==> src/rtl/cla16_rr_share.sv <==
// Round-robin share of one 16-bit carry-lookahead adder between N_REQ requesters.
// Two-stage pipeline: operand capture (S1), then result registers (S2) on a back-pressurable channel.
module cla16_rr_share #(
    parameter int unsigned N_REQ = 4,
    parameter int unsigned IDW   = 2
) (
    input  logic                 clk,
    input  logic                 rst,
    input  logic [N_REQ-1:0]     req_valid,
    input  logic [16*N_REQ-1:0]  req_a,
    input  logic [16*N_REQ-1:0]  req_b,
    output logic [N_REQ-1:0]     req_ready,
    output logic                 rsp_valid,
    input  logic                 rsp_ready,
    output logic [15:0]          rsp_sum,
    output logic                 rsp_cout,
    output logic [IDW-1:0]       rsp_id
);
    logic [15:0]        r_a;
    logic [15:0]        r_b;
    logic [IDW-1:0]     r_id1;
    logic               r_v1;
    logic [15:0]        r_sum;
    logic               r_cout;
    logic [IDW-1:0]     r_id2;
    logic               r_v2;
    logic [IDW-1:0]     r_ptr;

    logic               w_s2_adv;
    logic               w_s1_adv;
    logic               w_accept;
    logic [2*N_REQ-1:0] w_dbl;
    logic [2*N_REQ-1:0] w_shift;
    logic [N_REQ-1:0]   w_rot;
    logic               w_found;
    int unsigned        w_idx;
    logic [IDW-1:0]     w_gnt;
    logic [IDW-1:0]     w_ptr_nxt;
    logic [15:0]        w_a_sel;
    logic [15:0]        w_b_sel;

    logic [15:0]        w_p;
    logic [15:0]        w_g;
    logic [3:0]         w_gg;
    logic [3:0]         w_gp;
    logic [4:0]         w_gc;
    logic [16:0]        w_c;
    logic [15:0]        w_sum;
    logic               w_cout;

    assign w_s2_adv = !r_v2 || rsp_ready;
    assign w_s1_adv = !r_v1 || w_s2_adv;
    assign w_accept = w_s1_adv && (|req_valid);

    // Rotate the request vector so bit 0 is the requester at the pointer.
    assign w_dbl   = {req_valid, req_valid};
    assign w_shift = w_dbl >> r_ptr;
    assign w_rot   = w_shift[N_REQ-1:0];

    always_comb begin
        w_found = 1'b0;
        w_idx   = 0;
        w_gnt   = '0;
        for (int unsigned k = 0; k < N_REQ; k++) begin
            if (!w_found && w_rot[k]) begin
                w_found = 1'b1;
                w_idx   = 32'(r_ptr) + k;
                if (w_idx >= N_REQ) begin
                    w_idx = w_idx - N_REQ;
                end
                w_gnt = IDW'(w_idx);
            end
        end
    end

    assign w_ptr_nxt = (32'(w_gnt) == N_REQ - 1) ? '0 : w_gnt + 1'b1;

    always_comb begin
        req_ready = '0;
        if (w_accept) begin
            req_ready[w_gnt] = 1'b1;
        end
    end

    always_comb begin
        w_a_sel = '0;
        w_b_sel = '0;
        for (int unsigned k = 0; k < N_REQ; k++) begin
            if (IDW'(k) == w_gnt) begin
                w_a_sel = req_a[16*k +: 16];
                w_b_sel = req_b[16*k +: 16];
            end
        end
    end

    // Two-level lookahead: 4-bit groups with group G/P, carry-in fixed at 0.
    always_comb begin
        w_p = r_a ^ r_b;
        w_g = r_a & r_b;
        for (int unsigned j = 0; j < 4; j++) begin
            w_gg[j] = w_g[4*j+3]
                    | (w_p[4*j+3] & w_g[4*j+2])
                    | (w_p[4*j+3] & w_p[4*j+2] & w_g[4*j+1])
                    | (w_p[4*j+3] & w_p[4*j+2] & w_p[4*j+1] & w_g[4*j]);
            w_gp[j] = &w_p[4*j +: 4];
        end
        w_gc[0] = 1'b0;
        w_gc[1] = w_gg[0];
        w_gc[2] = w_gg[1] | (w_gp[1] & w_gg[0]);
        w_gc[3] = w_gg[2] | (w_gp[2] & w_gg[1]) | (w_gp[2] & w_gp[1] & w_gg[0]);
        w_gc[4] = w_gg[3] | (w_gp[3] & w_gg[2]) | (w_gp[3] & w_gp[2] & w_gg[1])
                | (w_gp[3] & w_gp[2] & w_gp[1] & w_gg[0]);
        w_c = '0;
        for (int unsigned j = 0; j < 4; j++) begin
            w_c[4*j]   = w_gc[j];
            w_c[4*j+1] = w_g[4*j] | (w_p[4*j] & w_gc[j]);
            w_c[4*j+2] = w_g[4*j+1] | (w_p[4*j+1] & w_g[4*j])
                       | (w_p[4*j+1] & w_p[4*j] & w_gc[j]);
            w_c[4*j+3] = w_g[4*j+2] | (w_p[4*j+2] & w_g[4*j+1])
                       | (w_p[4*j+2] & w_p[4*j+1] & w_g[4*j])
                       | (w_p[4*j+2] & w_p[4*j+1] & w_p[4*j] & w_gc[j]);
        end
        w_c[16] = w_gc[4];
        w_sum   = w_p ^ w_c[15:0];
        w_cout  = w_c[16];
    end

    always_ff @(posedge clk or posedge rst) begin
        if (rst) begin
            r_a    <= '0;
            r_b    <= '0;
            r_id1  <= '0;
            r_v1   <= 1'b0;
            r_sum  <= '0;
            r_cout <= 1'b0;
            r_id2  <= '0;
            r_v2   <= 1'b0;
            r_ptr  <= '0;
        end else begin
            if (w_s2_adv) begin
                r_sum  <= w_sum;
                r_cout <= w_cout;
                r_id2  <= r_id1;
                r_v2   <= r_v1;
            end
            if (w_s1_adv) begin
                if (w_accept) begin
                    r_a   <= w_a_sel;
                    r_b   <= w_b_sel;
                    r_id1 <= w_gnt;
                    r_v1  <= 1'b1;
                    r_ptr <= w_ptr_nxt;
                end else begin
                    r_v1  <= 1'b0;
                end
            end
        end
    end

    assign rsp_valid = r_v2;
    assign rsp_sum   = r_sum;
    assign rsp_cout  = r_cout;
    assign rsp_id    = r_id2;
endmodule

==> config.mk <==
export PLATFORM = sky130hd
export DESIGN_NAME = cla16_rr_share
export DESIGN_NICKNAME = d
export VERILOG_FILES = /design/src/rtl/cla16_rr_share.sv
export SDC_FILE = /design/constraint.sdc
export NUM_CORES = 1
export LEC_CHECK = 0
export ABC_CLOCK_PERIOD_IN_PS = 3400
export BUFFER_PORTS_ARGS = -buffer_cell sky130_fd_sc_hd__buf_2
export CAP_MARGIN = 0
export CORE_MARGIN = 4
export CORE_UTILIZATION = 49
export DETAILED_ROUTE_END_ITERATION = 10
export GPL_TIMING_DRIVEN = 0
export HOLD_SLACK_MARGIN = 0.06
export PLACE_DENSITY = 0.86
export SLEW_MARGIN = 20
export SYNTH_ARGS = -nofsm -noshare
export SYNTH_HDL_FRONTEND = slang
export SYNTH_SLANG_ARGS = --single-unit
==> constraint.sdc <==
create_clock -name clk -period 3.4 [get_ports clk]
set_input_delay 0.34 -clock clk [delete_from_list [all_inputs] [get_ports clk]]
set_output_delay 0.34 -clock clk [all_outputs]
set_load 0.1 [all_outputs]
## Yosys cells after proc, flatten, opt, wreduce, memory -nomap -nowiden

Index checks and enable logic that the tools add are counted.

- Register bits: 57
- Input bits: 135
- Output and inout port bits: 24
- Logic and storage cells: 172

- $add $sub $neg: 8
- Order comparisons: 6
- Equality and inequality tests: 4
- Shift-type cells: 1
- Mux-type cells: 24
- Bitwise logic cells: 102
- Reduce and logical (&&, ||, !) cells: 18

Operators with widths:

| kind | count |
|---|---|
| $mux W16 | 8 |
| $and A1 B1 Y1 | 60 |
| $or A1 B1 Y1 | 39 |
| $xor A16 B16 Y16 | 2 |
| $mux W2 | 9 |
| $and A16 B16 Y16 | 1 |
| $reduce_and A4 Y1 | 3 |
| $ge A3 B3 Y1 const B | 3 |
| $shr A8 B2 Y4 | 1 |
| $sub A2 B1 Y2 const B | 4 |
| $add A2 B2 Y3 const B | 2 |
| $logic_and A1 B1 Y1 | 5 |
| $logic_not A1 Y1 | 5 |
| $mux W1 | 5 |
| $eq A2 B2 Y1 const A | 2 |
| $mux W4 | 1 |
| $reduce_or A4 Y1 | 1 |
| $add A2 B1 Y3 const B | 1 |
| $ge A2 B3 Y1 const B | 1 |
| $lt A2 B3 Y1 const B | 1 |
| $add A2 B1 Y2 const B | 1 |
| $demux W1 S2 | 1 |
| $eq A1 B2 Y1 const A | 1 |
| $eq A2 B2 Y1 const B | 1 |
| 4 further kinds | 5 |

## Depth between registers and ports, before layout

Gate-level depths: netlist of the first run.

- Depth in word-level cells: 16
- Gate-level depth with buffers: 11
- Depth with buffers taken out: 10

## Worst setup path after synthesis of the first run

No wires, ideal clock.

- Kind: flip-flop to output port
- Start point: register r_ptr[1]
- End point: output req_ready[3]
- Arrival time: 2763 ps
- Data required time: 3060 ps
- Setup slack: 297 ps
- Cell stages (with the launch flop): 7
- Buffers on the path: 2
- Path through: dfrtp_1 mux2_2 a221oi_1 ha_1 clkbuf_1 clkbuf_1 and2_1

- Longest elaborated chain between the ends: 16
- Elaborated cells between the ends (all ways): 35
- Classes of those cells: add/sub (7); order compare (6); shift (1); mux (14); reduce/logical (7)

RTL lines:

| what | line | RTL |
|---|---|---|
| start, declared | 27 | `logic [IDW-1:0] r_ptr;` |
| start signal, assigned | 152 | `r_ptr <= w_ptr_nxt;` |
| branches (longest 10 deep; another with $add A2 B1 Y3) | - |  |
| $mux W2 (*) | 65 | `if (!w_found && w_rot[k]) begin` |
| named net w_gnt[0] | 37 | `logic [IDW-1:0] w_gnt;` |
| $lt A2 B3 Y1 (implied by the code) or $ge A2 B1 Y1 (tied branches) | 81 | `req_ready[w_gnt] = 1'b1;` |
| $logic_and A1 B1 Y1 (implied by the code) | 81 |  |
| $mux W1 (implied by the code) | 81 |  |
| $demux W1 S2 (*) | 81 |  |
| $mux W4 (*) | 80 | `if (w_accept) begin` |
| end, declared | 12 | `output logic [N_REQ-1:0] req_ready,` |

Mark *: on every way through the listed nets, which the timed path passes.

## Worst setup path in the final report of the first run

Same ends and word-level chain as after synthesis.

==> metrics.yaml, run 1 <==
outcome: "complete, no violations"
crit_fanout: 11
synth-edff-count: 0
slowest_stage: "ha_1"
grt_start_max_net_pins: 39
endpoint_kind: "primary output"
drive_above_1_share_pct: 28.20
tightest_slew_ps: 537.4
synth-seq-cells: 57
cts_sinks: 57
tns_ps: 0
syn2layout_area_growth_pct: 30.21
power_leakage_nw: 2.299
yosys.area.top_type: "dfrtp_1"
grt_pass1_vias: 4259
ctsLongestPathBuffers: 2
ys_types: 40
final_antenna_net_count: 0
internal_power_mw: 2.322
yosysTopAreaCellShare_pct: 36.33
drc: 0
wire_per_inst_um: 16.21
drtPass1Iterations: 5
layout.nets: 803
p_clk_share_pct: 15.0
synth.net_count: 633
hold_viol_final: 0
synth_flop_cell: "dfrtp_1"
slew_viol_final: 0
drtIter0Drc: 179
synthCells: 474
min_period_over_period_pct: 96.21
cts_inserted_buffers: 9
grt_pass1_wl_mm: 19.61
p_switching_mw: 2.521
start_util_pct: 50.55
rsz0062_at_grt: "no"
die_h_um: 97.52
h-tree-depth: 3
swShare_pct: 52.06
synthArstFlopShare_pct: 100.0
grtUsageTotal_pct: 25.31
num_vias: 4225
p_seq_share_pct: 23.4
arrival_ps: 2930
gp_congestion: 0.9136
ys.warnings.count: 0
die_w_um: 97.52
n_antenna_cell: 0
clk_pin_slew_ps: 70
max_freq_mhz: 305.7
clock_latency_ps: 340
fin_skew_ps: 8.899
grt.overflow.total: 0
port_buffers: 158
dp_hpwl_mm: 9.948
rows: 32
p_per_area_nw_per_um2: 947.2
peakVddDrop_mv: 0.3141
fin_crit_ps: 3271
core-area_um2: 7767
crit_required_ps: 3060
start_kind: "flip-flop"
relSlewSlack_pct: 63.84
ios: 159
die_area_um2: 9509
root_buffer: "clkbuf_8"
combPwrFrac_pct: 61.6
min_path_type: "input port to flip-flop"
whs_ps: 283.5
grt_antenna_before_repair: 0
path_class: "flip-flop to primary output"
crit_path_max_incr_delay_ps: 500
vias_per_cell: 5.626
cts_tree: "built"
yosysSeqAreaShare_pct: 36.33
avgSynthCellArea_um2: 8.283
setup_viol: 0
synthTopCellsByArea: "dfrtp_1, a21oi_1, nand2_1"
wirelength_mm: 12.18
synth_area_um2: 3926
cap_viol_max_count: 0
crit_chain: "mux2_2 > a221oi_2 > ha_1 > clkbuf_1 > and2_1 > buf_4"
through the flow:
step / instance area (um2) / util (%) / setup slack [ps] / power (mW) / instances
after floorplan: 3926 / - / 297.1 / 3.389 / 474
after global placement: 4845 / 62.37 / 122.4 / 3.959 / 734
after detailed placement: 4865 / 62.63 / 104.2 / 4.079 / 735
after CTS: 5114 / 65.83 / 35.79 / 4.828 / 752
after global routing: 5112 / 65.82 / 5.831 / 5.163 / 751
final: 5112 / 65.82 / 128.8 / 4.843 / 751
path summary, 6_finish.rpt:
check | start | end | slack (ps) | cells after the start
worst min-delay path | req_valid[3] | r_v1$_DFFE_PP0P_ | 280 | 3
worst max-delay path | r_ptr[1]$_DFFE_PP0P_ | req_ready[3] | 130 | 6
worst min register to register | rsp_sum[0]$_DFFE_PP0P_ | rsp_sum[0]$_DFFE_PP0P_ | 460 | 2
worst max register to register | r_ptr[1]$_DFFE_PP0P_ | r_b[5]$_DFFE_PP0P_ | 540 | 10
max in group asynchronous | rst | r_a[8]$_DFFE_PP0P_ | 2330 | 4
min in group asynchronous | rst | rsp_valid$_DFFE_PP0P_ | 530 | 3
power groups by stage:
| stage | Sequential (mW) | Clock [mW] | Combinational (mW) |
|---|---|---|---|
| final | 1.13 | 0.727 | 2.98 |
| after global routing | 1.16 | 0.774 | 3.22 |
| after CTS | 1.14 | 0.732 | 2.96 |
| after floorplan | 1.88 | 0 | 1.51 |
| after global placement | 1.13 | 0 | 2.83 |
| after detailed placement | 1.15 | 0 | 2.93 |
flip-flops by register name, indices dropped and copies added (netlist names):
name and cells:
r_a 16, r_b 16, rsp_sum 16, r_id1 2
r_ptr 2, rsp_id 2, r_v1 1, rsp_cout 1
rsp_valid 1
timing repair:
item | 4_1_cts | 5_1_grt
setup endpoints to repair | 3 | 2
setup buffers | 0 | 0
resized for setup | 2 | 1
hold endpoints to repair | 19 | 0
hold buffers | 1 | 0
worst max-delay path: cells and delay by family, from the launching register on:
family	cells	cell delay (ps)
flops	1	450
compound gates	1	440
fa+ha+maj	1	500
mux	1	370
simple gates	1	190
buf+inv	2	640
kinds of logic after synthesis:
family,count (synthesis),synth area share (%)
AO/OA/AOI/OAI,181,29.06
AND/OR/NAND/NOR,158,19.79
flip-flops,57,36.33
buffers and inverters,46,4.429
adder cells (fa/ha/maj),24,8.413
XOR/XNOR,5,1.115
multiplexers,3,0.8604
cells in the final DEF (no fill, tap or decap), drive strengths merged, types with 3 or more instances in the layout:
cell type / synthesis / final
a21oi: 78 / 78
nand3b: 30 / 30
xnor2: 5 / 5
inv: 10 / 10
o22ai: 3 / 3
nand2: 92 / 92
nor2: 6 / 6
a221oi: 3 / 3
nor2b: 4 / 4
o21ai: 15 / 15
mux2: 3 / 3
o211ai: 31 / 31
ha: 20 / 20
clkbuf: 31 / 43
nand3: 4 / 4
nor3: 6 / 6
buf: 5 / 163
fa: 4 / 4
a21o: 6 / 6
dfrtp: 57 / 57
and2: 5 / 5
o21a: 35 / 35
routing by layer:
layer | vias up | track usage [%] | part of all wire (%) | wire length, um
met5 | - | 0 | 0 | 0
met3 | 39 | 5.384 | 8.1 | 985
li1 | 2050 | - | - | -
met4 | 0 | 12.25 | 3.5 | 422
met2 | 219 | 42.28 | 48 | 5827
met1 | 1917 | 31.00 | 41 | 4941
cell usage after synthesis (all sizes together), types with 3 or more instances:
cell	instances
o22ai	3
nor3	6
nand3b	30
a21oi	78
and2	5
dfrtp	57
nand3	4
inv	10
o211ai	31
a221oi	3
clkbuf	31
ha	20
xnor2	5
nor2	6
mux2	3
a21o	6
buf	5
o21ai	15
nand2	92
o21a	35
nor2b	4
fa	4
area by class of cell:
| type | count | area, um2 |
|---|---|---|
| Sequential cell | 57 | 1426 |
| Clock buffer | 12 | 155.1 |
| Buffer | 35 | 132.6 |
| Inverter | 10 | 37.54 |
| Multi-Input combinational cell | 371 | 2332 |
| Clock inverter | 4 | 75.07 |
| Timing Repair Buffer | 160 | 825.8 |
| Tap cell | 102 | 127.6 |
| Fill cell | 679 | 2655 |
Note: power is estimated with default switching activity, not from simulation.
==> run 2: changes to the inputs <==
--- a/config.mk
+++ b/config.mk
@@ -5,11 +5,13 @@
 export SDC_FILE = /design/constraint.sdc
 export NUM_CORES = 1
 export LEC_CHECK = 0
-export ABC_CLOCK_PERIOD_IN_PS = 3400
+export ABC_CLOCK_PERIOD_IN_PS = 3350
 export BUFFER_PORTS_ARGS = -buffer_cell sky130_fd_sc_hd__buf_2
 export CAP_MARGIN = 0
+export CELL_PAD_IN_SITES_DETAIL_PLACEMENT = 1
+export CELL_PAD_IN_SITES_GLOBAL_PLACEMENT = 2
 export CORE_MARGIN = 4
-export CORE_UTILIZATION = 49
+export CORE_UTILIZATION = 27
 export DETAILED_ROUTE_END_ITERATION = 10
 export GPL_TIMING_DRIVEN = 0
 export HOLD_SLACK_MARGIN = 0.06
==> constraint.sdc (replaced) <==
create_clock -name clk -period 3.35 [get_ports clk]
set_input_delay 0.335 -clock clk [delete_from_list [all_inputs] [get_ports clk]]
set_output_delay 0.335 -clock clk [all_outputs]
set_load 0.1 [all_outputs]
==> run 2 against run 1 <==
Hold slack worse by 150 ps. Largest cell class unchanged. Flip-flop and latch count unchanged. Final cell count increased by 10%. Clock skew fell by 5.2 ps. Critical path type unchanged. Power grew 6.0%. Critical endpoint is now req_ready[2]. Register-to-register slack got worse by 90 ps.
==> metrics.yaml, run 2 (synthesized netlist as in run 1, its figures left out) <==
cts_inserted_buffers: 9  # unchanged
r2r_slack_ps: 450  # -90 ps
grt_util_met2_pct: 29.60  # -13 points
max_freq_mhz: 313.5
wire_per_inst_um: 17.60  # +8.6%
fin_skew_ps: 3.669  # -5.229 ps
die_h_um: 128.6  # +32%
crit_chain: "mux2_2 > a221oi_2 > inv_1 > ha_1 > clkbuf_1 > clkbuf_2 > and2_1 > buf_2"
die_area_um2: 16540  # +74%
setup_viol: 0  # unchanged
peakVddDrop_mv: 0.3494  # +11%
rr_startpoint: "r_ptr[1]$_DFFE_PP0P_"
cts_tree: "built"
port_buffers: 158  # unchanged
layout.nets: 801  # -0.25%
root_buffer: "clkbuf_16"
ctsLongestPathBuffers: 2  # unchanged
path_class: "flip-flop to primary output"
grtUsageMet1_pct: 23.38  # -7.6 points
hold_viol_final: 0  # unchanged
post_cts_buffers: 0  # unchanged
rsz0062_at_grt: "no"
grt_start_max_net_pins: 58  # +49%
p_per_area_nw_per_um2: 978.2  # +3.3%
whs_ps: 131.8  # -151.6 ps
grt_pass1_vias: 4538  # +6.6%
drtPass1Iterations: 6  # +1
reg2reg_depth: 10  # unchanged
min_path_type: "input port to asynchronous set/reset pin"
clock_latency_ps: 330  # about the same
p_seq_share_pct: 22.7  # -0.7 points
endpoint_kind: "primary output"
combPwrFrac_pct: 60.2  # -1.4 points
placedCellCount: 812  # +10%
clk_pin_slew_ps: 50  # -20 ps
start_kind: "flip-flop"
drive_above_1_share_pct: 28.59  # +0.40 points
cap_viol_max_count: 0  # unchanged
gp_congestion: 0.8502  # -6.9%
use_met3_pct: 4.359  # -1.0 points
slowest_stage: "dfrtp_1"
arrival_ps: 2850  # -80 ps
p_switching_mw: 2.670  # +5.9%
min_period_over_period_pct: 95.22
fin_ws_ps: 160.3  # +31.47 ps
place_ws_ps: 31.47  # -72.69 ps
crit_path_max_incr_delay_ps: 440  # -60 ps
rows: 43  # +34%
fin_crit_ps: 3190
grt_pass1_wl_mm: 23.75  # +21%
core-area_um2: 14040  # +81%
h-tree-depth: 3  # unchanged
grt.overflow.total: 0  # unchanged
start_util_pct: 27.96  # -23 points
vias_per_cell: 4.998  # -11%
swShare_pct: 52.00  # about the same
final_common_cell: "buf_2"
crit_required_ps: 3010  # -50 ps
power_leakage_nw: 2.323  # +1.1%
num_vias: 4133  # -2.2%
drc: 0  # unchanged
drtIter0Drc: 201  # +12%
final_antenna_net_count: 0  # unchanged
critPathLaunch: "r_ptr[1]$_DFFE_PP0P_"
dp_hpwl_mm: 12.06  # +21%
fin_util_pct: 37.38  # -28 points
most-common-layout-cells: "buf_2, nand2_1, a21oi_1"
worstReg2RegEnd: "r_b[7]$_DFFE_PP0P_"
p_clk_share_pct: 17.1  # +2.1 points
setup.worst_path.end: "req_ready[2]"
syn2layout_area_growth_pct: 33.68
tns_ps: 0  # unchanged
top_usage_layer: "met2"
internal_power_mw: 2.464  # +6.1%
tightest_slew_ps: 711.6  # +174.2 ps
ios: 159  # unchanged
relSlewSlack_pct: 52.56  # -11 points
wirelength_mm: 14.56  # +20%
instances_no_fill: 827  # +10%
slew_viol_final: 0  # unchanged
grtUsageTotal_pct: 17.90  # -7.4 points
die_w_um: 128.6  # +32%
outcome: "complete, no violations"
cts_sinks: 57  # unchanged
cts_hold_buf: 0  # -1
n_antenna_cell: 0  # unchanged
crit_fanout: 10  # -1
grt_antenna_before_repair: 0  # unchanged
-- run 2: cell count changes in the layout (fill, tap and decap cells not counted), sizes merged --
cell         before  now
clkinv            0    3
dlygate4sd3       1    0
bufinv            2    0
clkinvlp          2    1
clkbuf           43   42
-- run 2: stage by stage --
| stage | total power, mW | area, um2 |
|---|---|---|
| global placement | 4.151 | 4942 |
| global route | 5.512 | 5249 |
| detailed placement | 4.251 | 4945 |
| finish | 5.134 | 5249 |
| CTS | 5.162 | 5245 |
| floorplan | 3.440 | 3926 |
-- run 2: power groups by stage --
| stage | Sequential (mW) | Combinational, mW | Clock, mW |
|---|---|---|---|
| floorplan | 1.91 | 1.53 | 0 |
| global placement | 1.16 | 2.99 | 0 |
| detailed placement | 1.18 | 3.07 | 0 |
| CTS | 1.17 | 3.10 | 0.893 |
| global route | 1.20 | 3.39 | 0.920 |
| finish | 1.17 | 3.09 | 0.879 |
-- run 2: how the worst min path moves through the flow --
stage	start	slack, ps	end
2_1_floorplan	r_id1[1]$_DFFE_PP0P_	440	rsp_id[1]$_DFFE_PP0P_
3_3_place_gp	rsp_sum[8]$_DFFE_PP0P_	450	rsp_sum[8]$_DFFE_PP0P_
3_5_place_dp	rsp_sum[0]$_DFFE_PP0P_	450	rsp_sum[0]$_DFFE_PP0P_
4_1_cts	rst	170	rsp_id[1]$_DFFE_PP0P_
5_1_grt	rst	220	rsp_valid$_DFFE_PP0P_
6_report	rst	130	rsp_id[1]$_DFFE_PP0P_
-- run 2: metal layers --
| layer | routed length [um] | vias to the layer above | share of wire, % |
|---|---|---|---|
| met3 | 974 | 15 | 6.7 |
| li1 | - | 2045 | - |
| met4 | 209 | 0 | 1.4 |
| met1 | 6525 | 1953 | 45 |
| met2 | 6845 | 120 | 47 |
| met5 | 0 | - | 0 |
-- run 2: critical path, delay by kind of cell, from the launching register on --
kind	cells	cell delay, ps
multiplexers	1	370
AO/OA/AOI/OAI	1	410
AND/OR/NAND/NOR	1	170
adder cells (fa/ha/maj)	1	260
flip-flops	1	440
buffers and inverters	4	880
-- run 2: layout make-up --
class | count | area [um2]
clock inverter | 4 | 26.28
tap | 180 | 225.2
clock buffer | 12 | 266.5
fill | 1768 | 8793
inverter | 10 | 40.04
timing repair buffer | 158 | 795.8
buffer | 35 | 133.9
multi-input combinational | 371 | 2335
sequential | 57 | 1426
-- run 2: what timing repair did --
| item | CTS | global route |
|---|---|---|
| endpoints found under the setup margin | 3 | 2 |
| endpoints found under the hold margin | 0 | 0 |
| cloned | 0 | 0 |
| gates resized for setup | 3 | 3 |
